--- src/rtl/seq_match_ctrl.sv ---
// Run-time programmable serial pattern matcher: one configured job at a time,
// counts overlapping matches until target, timeout or abort.
module seq_match_ctrl #(
  parameter int PAT_W = 8,
  parameter int CNT_W = 8,
  parameter int TO_W  = 16
) (
  input  logic             clk,
  input  logic             rst_n,
  input  logic             i_cfg_valid,
  output logic             o_cfg_ready,
  input  logic [PAT_W-1:0] i_cfg_pattern,
  input  logic [3:0]       i_cfg_len,
  input  logic [CNT_W-1:0] i_cfg_target,
  input  logic [TO_W-1:0]  i_cfg_timeout,
  input  logic             i_abort,
  input  logic             i_data_valid,
  input  logic             i_data_in,
  output logic             o_flag,
  output logic [CNT_W-1:0] o_match_cnt,
  output logic             o_busy,
  output logic             o_done,
  output logic [1:0]       o_status
);

  typedef enum logic [1:0] {
    ST_IDLE = 2'd0,
    ST_RUN  = 2'd1,
    ST_DONE = 2'd2
  } state_t;

  localparam logic [4:0]       LEN_MAX = 5'(PAT_W);
  localparam logic [CNT_W-1:0] CNT_ONE = CNT_W'(1);
  localparam logic [TO_W-1:0]  TO_ONE  = TO_W'(1);

  state_t             r_state;
  state_t             w_state_nx;
  logic [PAT_W-1:0]   r_pat;
  logic [3:0]         r_len;
  logic [CNT_W-1:0]   r_target;
  logic [TO_W-1:0]    r_timeout;
  logic [PAT_W-1:0]   r_shift;
  logic [3:0]         r_fill;
  logic [TO_W-1:0]    r_beats;
  logic [CNT_W-1:0]   r_match_cnt;
  logic [1:0]         r_status;
  logic               r_flag;
  logic               r_done;
  logic               r_busy;
  logic               r_cfg_ready;

  logic [PAT_W-1:0]   w_shift_nx;
  logic [3:0]         w_fill_nx;
  logic               w_match;
  logic               w_beat;
  logic               w_hit_tgt;
  logic               w_hit_to;
  logic               w_accept;
  logic               w_bad_cfg;

  // Ones in the low len bit positions; selects the active part of the pattern.
  function automatic logic [PAT_W-1:0] len_mask(input logic [3:0] len);
    logic [PAT_W-1:0] m;
    m = {PAT_W{1'b0}};
    for (int i = 0; i < PAT_W; i++) begin
      m[i] = (i < int'(len));
    end
    return m;
  endfunction

  // Match evaluation for the current beat and next-state selection.
  always_comb begin
    w_shift_nx = {r_shift[PAT_W-2:0], i_data_in};
    w_fill_nx  = (r_fill < r_len) ? (r_fill + 4'd1) : r_fill;
    w_match    = (w_fill_nx >= r_len) &&
                 (((w_shift_nx ^ r_pat) & len_mask(r_len)) == {PAT_W{1'b0}});
    w_beat     = (r_state == ST_RUN) && i_data_valid && !i_abort;
    w_hit_tgt  = w_beat && w_match && ((r_match_cnt + CNT_ONE) == r_target);
    w_hit_to   = w_beat && (r_timeout != {TO_W{1'b0}}) && ((r_beats + TO_ONE) == r_timeout);
    w_accept   = (r_state == ST_IDLE) && i_cfg_valid;
    w_bad_cfg  = (i_cfg_len == 4'd0) || ({1'b0, i_cfg_len} > LEN_MAX) ||
                 (i_cfg_target == {CNT_W{1'b0}});
    w_state_nx = r_state;
    case (r_state)
      ST_IDLE: begin
        if (w_accept) begin
          w_state_nx = w_bad_cfg ? ST_DONE : ST_RUN;
        end else begin
          w_state_nx = ST_IDLE;
        end
      end
      ST_RUN: begin
        if (i_abort) begin
          w_state_nx = ST_IDLE;
        end else if (w_hit_tgt || w_hit_to) begin
          w_state_nx = ST_DONE;
        end else begin
          w_state_nx = ST_RUN;
        end
      end
      ST_DONE: w_state_nx = ST_IDLE;
      default: w_state_nx = ST_IDLE;
    endcase
  end

  // State register.
  always_ff @(posedge clk or negedge rst_n) begin
    if (!rst_n) begin
      r_state <= ST_IDLE;
    end else begin
      r_state <= w_state_nx;
    end
  end

  // Config latch, match datapath and registered outputs decoded from next state.
  always_ff @(posedge clk or negedge rst_n) begin
    if (!rst_n) begin
      r_pat       <= {PAT_W{1'b0}};
      r_len       <= 4'd0;
      r_target    <= {CNT_W{1'b0}};
      r_timeout   <= {TO_W{1'b0}};
      r_shift     <= {PAT_W{1'b0}};
      r_fill      <= 4'd0;
      r_beats     <= {TO_W{1'b0}};
      r_match_cnt <= {CNT_W{1'b0}};
      r_status    <= 2'b00;
      r_flag      <= 1'b0;
      r_done      <= 1'b0;
      r_busy      <= 1'b0;
      r_cfg_ready <= 1'b1;
    end else begin
      r_flag      <= w_beat && w_match;
      r_done      <= (w_state_nx == ST_DONE);
      r_busy      <= (w_state_nx == ST_RUN);
      r_cfg_ready <= (w_state_nx == ST_IDLE);
      if (w_accept) begin
        r_pat       <= i_cfg_pattern;
        r_len       <= i_cfg_len;
        r_target    <= i_cfg_target;
        r_timeout   <= i_cfg_timeout;
        r_shift     <= {PAT_W{1'b0}};
        r_fill      <= 4'd0;
        r_beats     <= {TO_W{1'b0}};
        r_match_cnt <= {CNT_W{1'b0}};
        r_status    <= w_bad_cfg ? 2'b11 : 2'b00;
      end else if ((r_state == ST_RUN) && i_abort) begin
        r_status <= 2'b00;
      end else if (w_beat) begin
        r_shift <= w_shift_nx;
        r_fill  <= w_fill_nx;
        r_beats <= r_beats + TO_ONE;
        if (w_match) begin
          r_match_cnt <= r_match_cnt + CNT_ONE;
        end
        // Target completion takes priority over a coincident timeout.
        if (w_hit_tgt) begin
          r_status <= 2'b01;
        end else if (w_hit_to) begin
          r_status <= 2'b10;
        end
      end
    end
  end

  assign o_cfg_ready = r_cfg_ready;
  assign o_flag      = r_flag;
  assign o_match_cnt = r_match_cnt;
  assign o_busy      = r_busy;
  assign o_done      = r_done;
  assign o_status    = r_status;

endmodule

--- config.mk ---
export PLATFORM = sky130hd
export DESIGN_NAME = seq_match_ctrl
export DESIGN_NICKNAME = d
export VERILOG_FILES = /design/src/rtl/seq_match_ctrl.sv
export SDC_FILE = /design/constraint.sdc
export NUM_CORES = 1
export LEC_CHECK = 0
export CAP_MARGIN = 5
export CORE_ASPECT_RATIO = 1.5
export CORE_MARGIN = 8
export CORE_UTILIZATION = 50
export CTS_CLUSTER_SIZE = 20
export DETAILED_ROUTE_END_ITERATION = 16
export PLACE_DENSITY_LB_ADDON = 0.25
export SYNTH_ARGS = -nofsm -noshare
export SYNTH_HDL_FRONTEND = slang
export SYNTH_SLANG_ARGS = --single-unit
--- constraint.sdc ---
create_clock -name clk -period 8.8 [get_ports clk]
set_input_delay 1.32 -clock clk [delete_from_list [all_inputs] [get_ports clk]]
set_output_delay 1.32 -clock clk [all_outputs]
set_load 0.05 [all_outputs]
======== Word-level counts from Yosys, hierarchy flattened ========
Cells that the tools add are included.
storage, ports and cells
  input port bits ......................... 42
  output and inout port bits .............. 14
  register bits after elaboration ......... 79
cells by class
  bitwise operators ....................... 2
  add/sub/neg operators ................... 3
  muxes and demuxes ....................... 25
  magnitude comparators ................... 11
  reduce and logical (&&, ||, !) cells .... 26
  eq/ne operators ......................... 6
operator list
  kind                     count
  $mux W16                 3
  $mux W8                  4
  $mux W7                  3
  $mux W2                  10
  $add A16 B1 Y16 const B  1
  $eq A16 B16 Y1           1
  $logic_not A8 Y1         2
  $lt A3 B4 Y1 const A     4
  $mux W4                  4
  $reduce_bool A16 Y1      1
  $logic_and A1 B1 Y1      9
  $add A8 B1 Y8 const B    1
  $and A8 B8 Y8            1
  $eq A8 B8 Y1             1
  $lt A1 B4 Y1 const A     2
  $lt A2 B4 Y1 const A     2
  $xor A8 B8 Y8            1
  $add A4 B1 Y4 const B    1
  $eq A2 B1 Y1 const B     2
  $ge A4 B4 Y1             1
  $gt A4 B4 Y1 const B     1
  $logic_not A2 Y1         2
  $logic_not A4 Y1         1
  $lt A4 B4 Y1             1
  10 further kinds         14

======== Depth between registers and ports, before layout ========
Gate-level depths: netlist of run 1.
  word-level depth ........................ 11
  depth in mapped cells ................... 15
  depth with buffers taken out ............ 14

======== Worst setup path after synthesis of run 1 ========
Ideal clock, no wire load.
  path kind ............................... input to register
  start point ............................. input port i_abort
  end point ............................... register r_busy (netlist: o_busy)
  setup time .............................. 0.121 ns
  data arrival time ....................... 3.090 ns
  data required time ...................... 8.679 ns
  path slack .............................. 5.589 ns
  cell stages on the path ................. 7
  buffers on the path ..................... 0
  cell sequence ........................... nor3b_1 -> nand2_1 -> a2111oi_0 -> o211ai_1 -> nor4b_2 -> nor2b_1 -> a22o_2
between the ends
  word-level cells in the longest chain between the ends .. 9
  elaborated cells on any way between the ends .. 11
RTL lines
  what                                                        RTL line  RTL
  start: declaration                                          16        input logic i_abort,
  $logic_not A1 Y1                                            77        w_beat = (r_state == ST_RUN) && i_data_valid && !i_abort;
  $logic_and A1 B1 Y1                                         77
  $logic_and A1 B1 Y1, on equally long branches (2 in a row)  78, 79
  $logic_or A1 B1 Y1                                          95        end else if (w_hit_tgt || w_hit_to) begin
  $mux W2                                                     95
  $mux W2 *                                                   93        if (i_abort) begin
  $pmux W2 S2 *                                               84        case (r_state)
  $eq A2 B1 Y1 *                                              134       r_busy <= (w_state_nx == ST_RUN);
  end signal: assignment                                      134
  end: declaration                                            49        logic r_busy;
Every way passes the cells marked *; elsewhere a longest branch is shown, timed or not.
A chain may end at the register's enable or synchronous reset.

======== Worst setup path after layout of run 1 ========
Ends and elaborated chain as after synthesis.

==> results of run 1 <==
## cells in the final DEF, fill, tap and decap left out, types with 3 or more instances in the layout
master and count:
ha_1 10, inv_1 7, nand4_1 6, a31oi_1 5
clkbuf_16 9, xor2_1 13, dfrtp_1 78, xnor2_1 34
and3_2 4, nor3_1 4, nand2_1 146, and2_1 3
clkdlybuf4s50_1 54, a21o_1 4, nor2_1 28, a21oi_1 10
o21ai_0 47, and3_1 12, nor2b_1 3, nand3_1 21
nor3b_1 3, o31ai_1 7, nor4_1 8
## state kept, by name, summed over array words and instances (netlist names), 2 cells and up
| register | cells |
|---|---|
| o_match_cnt | 8 |
| r_fill | 4 |
| o_status | 2 |
| r_shift | 7 |
| r_target | 8 |
| r_len | 4 |
| r_state | 2 |
| r_beats | 16 |
| r_pat | 8 |
| r_timeout | 16 |
## where the power goes
part	total [W]	internal, W	switching, W
Clock	0.000412	0.000257	0.000154
Sequential	0.000465	0.000413	0.0000519
Combinational	0.000237	0.000103	0.000134
## routing by layer
| layer | GRT usage, % | vias up | routed length [um] |
|---|---|---|---|
| met5 | 0 | - | 0 |
| li1 | - | 1822 | - |
| met2 | 33.5 | 118 | 5700 |
| met1 | 21.5 | 1817 | 4310 |
| met4 | 10.7 | 0 | 323 |
| met3 | 3.37 | 24 | 513 |
## critical path: stages
cell and delay (ns):
clkdlybuf4s50_1 0.42, nor3b_1 0.38, nand2_1 0.10, buf_4 0.26, a2111oi_0 0.42, o211ai_1 0.49, nor4b_2 0.58, nor2b_1 0.12
a22o_2 0.23
## per-stage QoR
step | util, % | setup WS [ns] | hold slack (ns)
final | 60.9 | 4.69 | 0.493
after global routing | 60.9 | 4.40 | 0.508
after CTS | 60.9 | 4.71 | 0.499
after detailed placement | 57.1 | 4.39 | 0.485
after global placement | 57.1 | 4.53 | 0.483
after floorplan | - | 5.59 | 0.465
## how the worst max path moves through the flow
stage / startpoint / endpoint / slack (ns) / cells after the start
after floorplan: i_abort / o_busy$_DFF_PN0_ / 5.59 / 7
after global placement: i_abort / o_busy$_DFF_PN0_ / 4.53 / 9
after detailed placement: i_abort / r_state[0]$_DFF_PN0_ / 4.39 / 9
after CTS: i_abort / o_busy$_DFF_PN0_ / 4.71 / 9
after global routing: i_abort / r_state[0]$_DFF_PN0_ / 4.40 / 9
final: i_abort / o_busy$_DFF_PN0_ / 4.69 / 9
## synthesized netlist by cell type (all sizes together), types with 6 or more instances
| master | count | area share (%) |
|---|---|---|
| dfrtp | 78 | 45 |
| a21oi | 10 | 1.1 |
| ha | 10 | 2.9 |
| and3 | 16 | 2.4 |
| nor4 | 8 | 1.1 |
| xor2 | 13 | 2.6 |
| buf | 6 | 0.80 |
| o31ai | 7 | 1.2 |
| inv | 7 | 0.60 |
| nand4 | 7 | 1.1 |
| o21ai | 48 | 5.5 |
| nand2 | 147 | 13 |
| nor2 | 29 | 2.5 |
| clkbuf | 23 | 2.0 |
| nand3 | 22 | 2.8 |
| xnor2 | 34 | 6.8 |
## kinds of logic after synthesis
family	synth area share, %
AO/OA/AOI/OAI	12.0
XOR/XNOR	9.41
adder cells (fa/ha/maj)	2.86
buffers and inverters	3.40
flip-flops	45.2
multiplexers	0.257
AND/OR/NAND/NOR	26.9
## layout make-up
type                    count  area share, %
inverters                   7          0.497
repair buffers             56           10.5
flip-flops and latches     79           37.4
clock buffers              10           4.52
well taps                 110           2.60
multi-input cells         399           42.7
clock inverters             6           1.75
==> run_results.csv, run 1 <==
group,metric,value,unit
status,status,"complete, no violations",
clock_tree,cts.sinks,79,
worst_setup_path,rr_endpoint,"o_match_cnt[7]$_DFFE_PN0P_",
placement,io_buffer_count,55,
detailed_routing,drt_first_pass_iters,5,
sta,fin_setup_tns,0,ns
global_routing,grt_pass1_vias,3742,
synthesis,ys.flop_type,"dfrtp_1",
worst_setup_path,cp_max_fo,34,
clock_tree,post_cts_buffers,0,
final_layout,fin_nets,604,
global_routing,grt_max_degree,80,
detailed_routing,wl,10800,um
sta,hold_viol,0,
power,p_leak,2.48,nW
sta,fmax,244,MHz
clock_tree,cts_buffer_depth,2,
sta,timing.final.crit_share,46.7,%
sta,rsz0062_at_grt,"false",
detailed_routing,drc_errors,0,
synthesis,syn_inst,514,
global_routing,grt_usage,19.1,%
synthesis,async_flop_share,100,%
final_layout,antenna_cells,0,
worst_setup_path,r2r-start,"r_len[1]$_DFFE_PN0P_",
detailed_routing,antenna_left,0,
global_routing,grt_pass1_wl,18200,um
synthesis,syn_nets,566,
worst_setup_path,startpoint_type,"input port",
floorplanning,start_util,50.4,%
floorplanning,dieArea,0.0121,mm^2
run,maxCapViolCount,0,
final_layout,synthToLayoutAreaGrowth,20.8,%
synthesis,ys_seq_elements,79,
placement,post-dp-hpwl,7510,um
final_layout,drive_above_1_share,6.10,%
synthesis,synth_edf_count,0,
sta,drv_slew,0,
synthesis,synth-seq-area-share,45.2,%
floorplanning,num_rows,42,
detailed_routing,via_per_inst,5.67,
floorplanning,die-height,131,um
synthesis,avgSynthCellArea,8.51,um^2
final_layout,fillers,778,
sta,finalSetupViolations,0,
final_layout,final_cells,667,
clock_tree,clk_latency,0.34,ns
sta,max_slew_margin,31.1,%
synthesis,yosysWarnings,0,
final_layout,postLayoutCellArea,0.00528,mm^2
floorplanning,ioPinCount,56,
power,power,0.00111,W
final_layout,seqCellArea,0.00198,mm^2
worst_setup_path,critical_path_arrival,4.34,ns
worst_setup_path,r2r_slack,4.88,ns
sta,skew,0.00624,ns
clock_tree,htree_levels,3,
worst_hold_path,hold_end,"r_target[6]$_DFFE_PN0P_",
global_routing,grt.overflow.total,0,
clock_tree,cts.repair.resized,0,
placement,dpl_cell_area,0.00495,mm^2
clock_tree,cts_made_buffers,9,
placement,place_congestion,0.850,
sta,tightest_slew,1.03,ns
synthesis,netlist_area,0.00437,mm^2
synthesis,synth_cell_types,50,
power,power_density,211,mW/mm^2
worst_hold_path,hp-start,"r_target[6]$_DFFE_PN0P_",
worst_hold_path,hold_class,"register to register",
worst_hold_path,hold_depth,2,
clock_tree,clockRootBuffer,"clkbuf_16",
placement,placed_cells,651,
clock_tree,ctsHoldBuffers,0,
detailed_routing,wire_per_inst,16.3,um
clock_tree,cts_tree,"done",
clock_tree,clkTransAtPathRegs,0.06,ns
worst_setup_path,end_kind,"register",
worst_setup_path,crit_required,9.03,ns
global_routing,grt_antenna_before_repair,0,
worst_setup_path,crit_type,"input port to register",
final_layout,multi_input_area,0.00225,mm^2
sta,period_minus_slack,4.11,ns
floorplanning,die_w,92.4,um
detailed_routing,vias,3781,
detailed_routing,initialDrtViolationCount,176,
floorplanning,core,0.00867,mm^2
worst_setup_path,ff2ff_path_depth,14,
power,vdd.ir_drop.worst,0.000146,V
No activity file was read; power rests on OpenSTA's default activity.
==> run 2: changes to the inputs <==
==> constraint.sdc (replaced) <==
create_clock -name clk -period 3.5 [get_ports clk]
set_input_delay 0.525 -clock clk [delete_from_list [all_inputs] [get_ports clk]]
set_output_delay 0.525 -clock clk [all_outputs]
set_load 0.05 [all_outputs]
==> run 2 against run 1 <==
Compared with the run above:
- total power rose to 2.5 times the previous value
- highest routed layer unchanged
- critical endpoint unchanged
- hold slack got worse by 0.16 ns
- critical path type is now register to register
- global-route usage rose by 0.053 points
==> run_results.csv, run 2 (same netlist as run 1, synthesis figures left out) <==
group,metric,value,unit
status,status,"complete, no violations",
sta,fmax,300,MHz
worst_setup_path,ff2ff_path_depth,16,
worst_setup_path,startpoint_type,"register",
placement,placed_cells,659,
sta,drv_slew,0,
global_routing,grt.overflow.total,0,
final_layout,final_cell_mix,"nand2_1 (146), dfrtp_1 (78), clkdlybuf4s50_1 (54), o21ai_0 (47), xnor2_1 (34)",
final_layout,seqCellArea,0.00198,mm^2
floorplanning,die_w,92.4,um
clock_tree,cts.sinks,79,
detailed_routing,initialDrtViolationCount,161,
worst_setup_path,r2r_slack,0.17,ns
final_layout,drive_above_1_share,7.94,%
detailed_routing,drc_errors,0,
clock_tree,cts_buffer_depth,2,
worst_setup_path,cp_max_fo,5,
floorplanning,start_util,50.4,%
placement,place_congestion,0.873,
worst_setup_path,critical_path_arrival,3.56,ns
detailed_routing,drt_first_pass_iters,4,
clock_tree,htree_levels,3,
clock_tree,clk_latency,0.34,ns
worst_setup_path,end_kind,"register",
final_layout,fin_nets,614,
final_layout,fillers,742,
power,power_density,527,mW/mm^2
global_routing,grt_usage,19.2,%
power,p_leak,2.54,nW
floorplanning,die-height,131,um
sta,period_minus_slack,3.33,ns
detailed_routing,via_per_inst,5.60,
final_layout,synthToLayoutAreaGrowth,22.8,%
detailed_routing,vias,3789,
placement,io_buffer_count,55,
floorplanning,num_rows,42,
final_layout,multi_input_area,0.00227,mm^2
global_routing,grt_antenna_before_repair,0,
global_routing,grt_pass1_wl,18300,um
clock_tree,clockRootBuffer,"clkbuf_16",
sta,finalSetupViolations,0,
run,maxCapViolCount,0,
detailed_routing,wire_per_inst,16.2,um
worst_hold_path,hold_class,"input port to asynchronous set/reset pin",
sta,hold_viol,0,
floorplanning,ioPinCount,56,
placement,post-dp-hpwl,7760,um
worst_setup_path,crit_required,3.73,ns
clock_tree,cts_made_buffers,9,
clock_tree,cts_tree,"done",
sta,timing.final.crit_share,95.2,%
detailed_routing,wl,11000,um
sta,tightest_slew,0.987,ns
final_layout,antenna_cells,0,
sta,skew,0.00501,ns
floorplanning,dieArea,0.0121,mm^2
global_routing,grt_pass1_vias,3796,
final_layout,top_regs,"r_beats (16), r_timeout (16)",
sta,rsz0062_at_grt,"false",
final_layout,final_common_cell,"nand2_1",
global_routing,grt_max_degree,80,
power,vdd.ir_drop.worst,0.000469,V
detailed_routing,antenna_left,0,
final_layout,final_cells,677,
sta,max_slew_margin,34.2,%
final_layout,final_core_util,62.0,%
sta,fin_setup_tns,0,ns
clock_tree,clkTransAtPathRegs,0.06,ns
worst_setup_path,crit_type,"register to register",
floorplanning,core,0.00867,mm^2
==> run 2: cell types whose count changed in the layout (fill, tap and decap cells not counted), sizes merged <==
| cell | before | now |
|---|---|---|
| buf | 2 | 12 |
| clkbuf | 10 | 11 |
| inv | 8 | 7 |
==> run 2: metrics by stage <==
step	setup WS, ns	power, W	cell area (um^2)	hold WS [ns]
detailed placement	0.158	0.00179	5010	0.485
global route	0.00955	0.00297	5370	0.431
CTS	0.142	0.00283	5350	0.393
finish	0.168	0.00283	5370	0.337
floorplan	0.292	0.00156	4370	0.229
global placement	0.329	0.00177	5010	0.480
==> run 2: layout make-up <==
class,count,area share (%)
clock buffer,11,4.70
clock inverter,5,1.49
inverter,7,0.489
multi-input combinational,399,42.2
sequential,79,36.8
tap,110,2.56
timing repair buffer,66,11.7
==> run 2: repair_timing <==
item	4_1_cts	5_1_grt
gates resized for setup	0	2
setup buffers	0	2
hold buffers	0	0
setup endpoints to repair	0	7
==> run 2: power breakdown <==
part           internal [W]  switching (W)  leakage (nW)
clock              0.000662       0.000375         0.158
combinational      0.000276       0.000351          1.35
sequential          0.00104       0.000129          1.03
==> run 2: layer usage <==
| layer | wire length (um) | vias up | track usage, % |
|---|---|---|---|
| li1 | - | 1844 | - |
| met4 | 223 | 0 | 7.81 |
| met3 | 535 | 16 | 3.89 |
| met1 | 4400 | 1839 | 22.0 |
| met2 | 5830 | 90 | 34.0 |
| met5 | 0 | - | 0 |
==> run 2: worst paths after layout <==
path | start | endpoint
setup / recovery | r_len[1]$_DFFE_PN0P_ | o_busy$_DFF_PN0_
hold / removal | rst_n | r_timeout[13]$_DFFE_PN0P_
setup reg to reg | r_len[1]$_DFFE_PN0P_ | o_busy$_DFF_PN0_
hold reg to reg | r_target[6]$_DFFE_PN0P_ | r_target[6]$_DFFE_PN0P_
max in group asynchronous | rst_n | r_len[0]$_DFFE_PN0P_
min in group clk | r_target[6]$_DFFE_PN0P_ | r_target[6]$_DFFE_PN0P_
==> run 2: worst max-delay path, cell delays in order (launching register included) <==
cell      delay [ns]
dfrtp_1         0.36
inv_1           0.08
ha_1            0.32
a21o_1          0.17
a21o_1          0.19
a21oi_2         0.16
buf_4           0.15
nand4_1         0.13
xnor2_1         0.18
ha_1            0.28
o21ai_0         0.07
a21oi_1         0.13
o211ai_1        0.14
buf_4           0.19
nor4b_4         0.33
nor2b_1         0.11
a22o_2          0.24
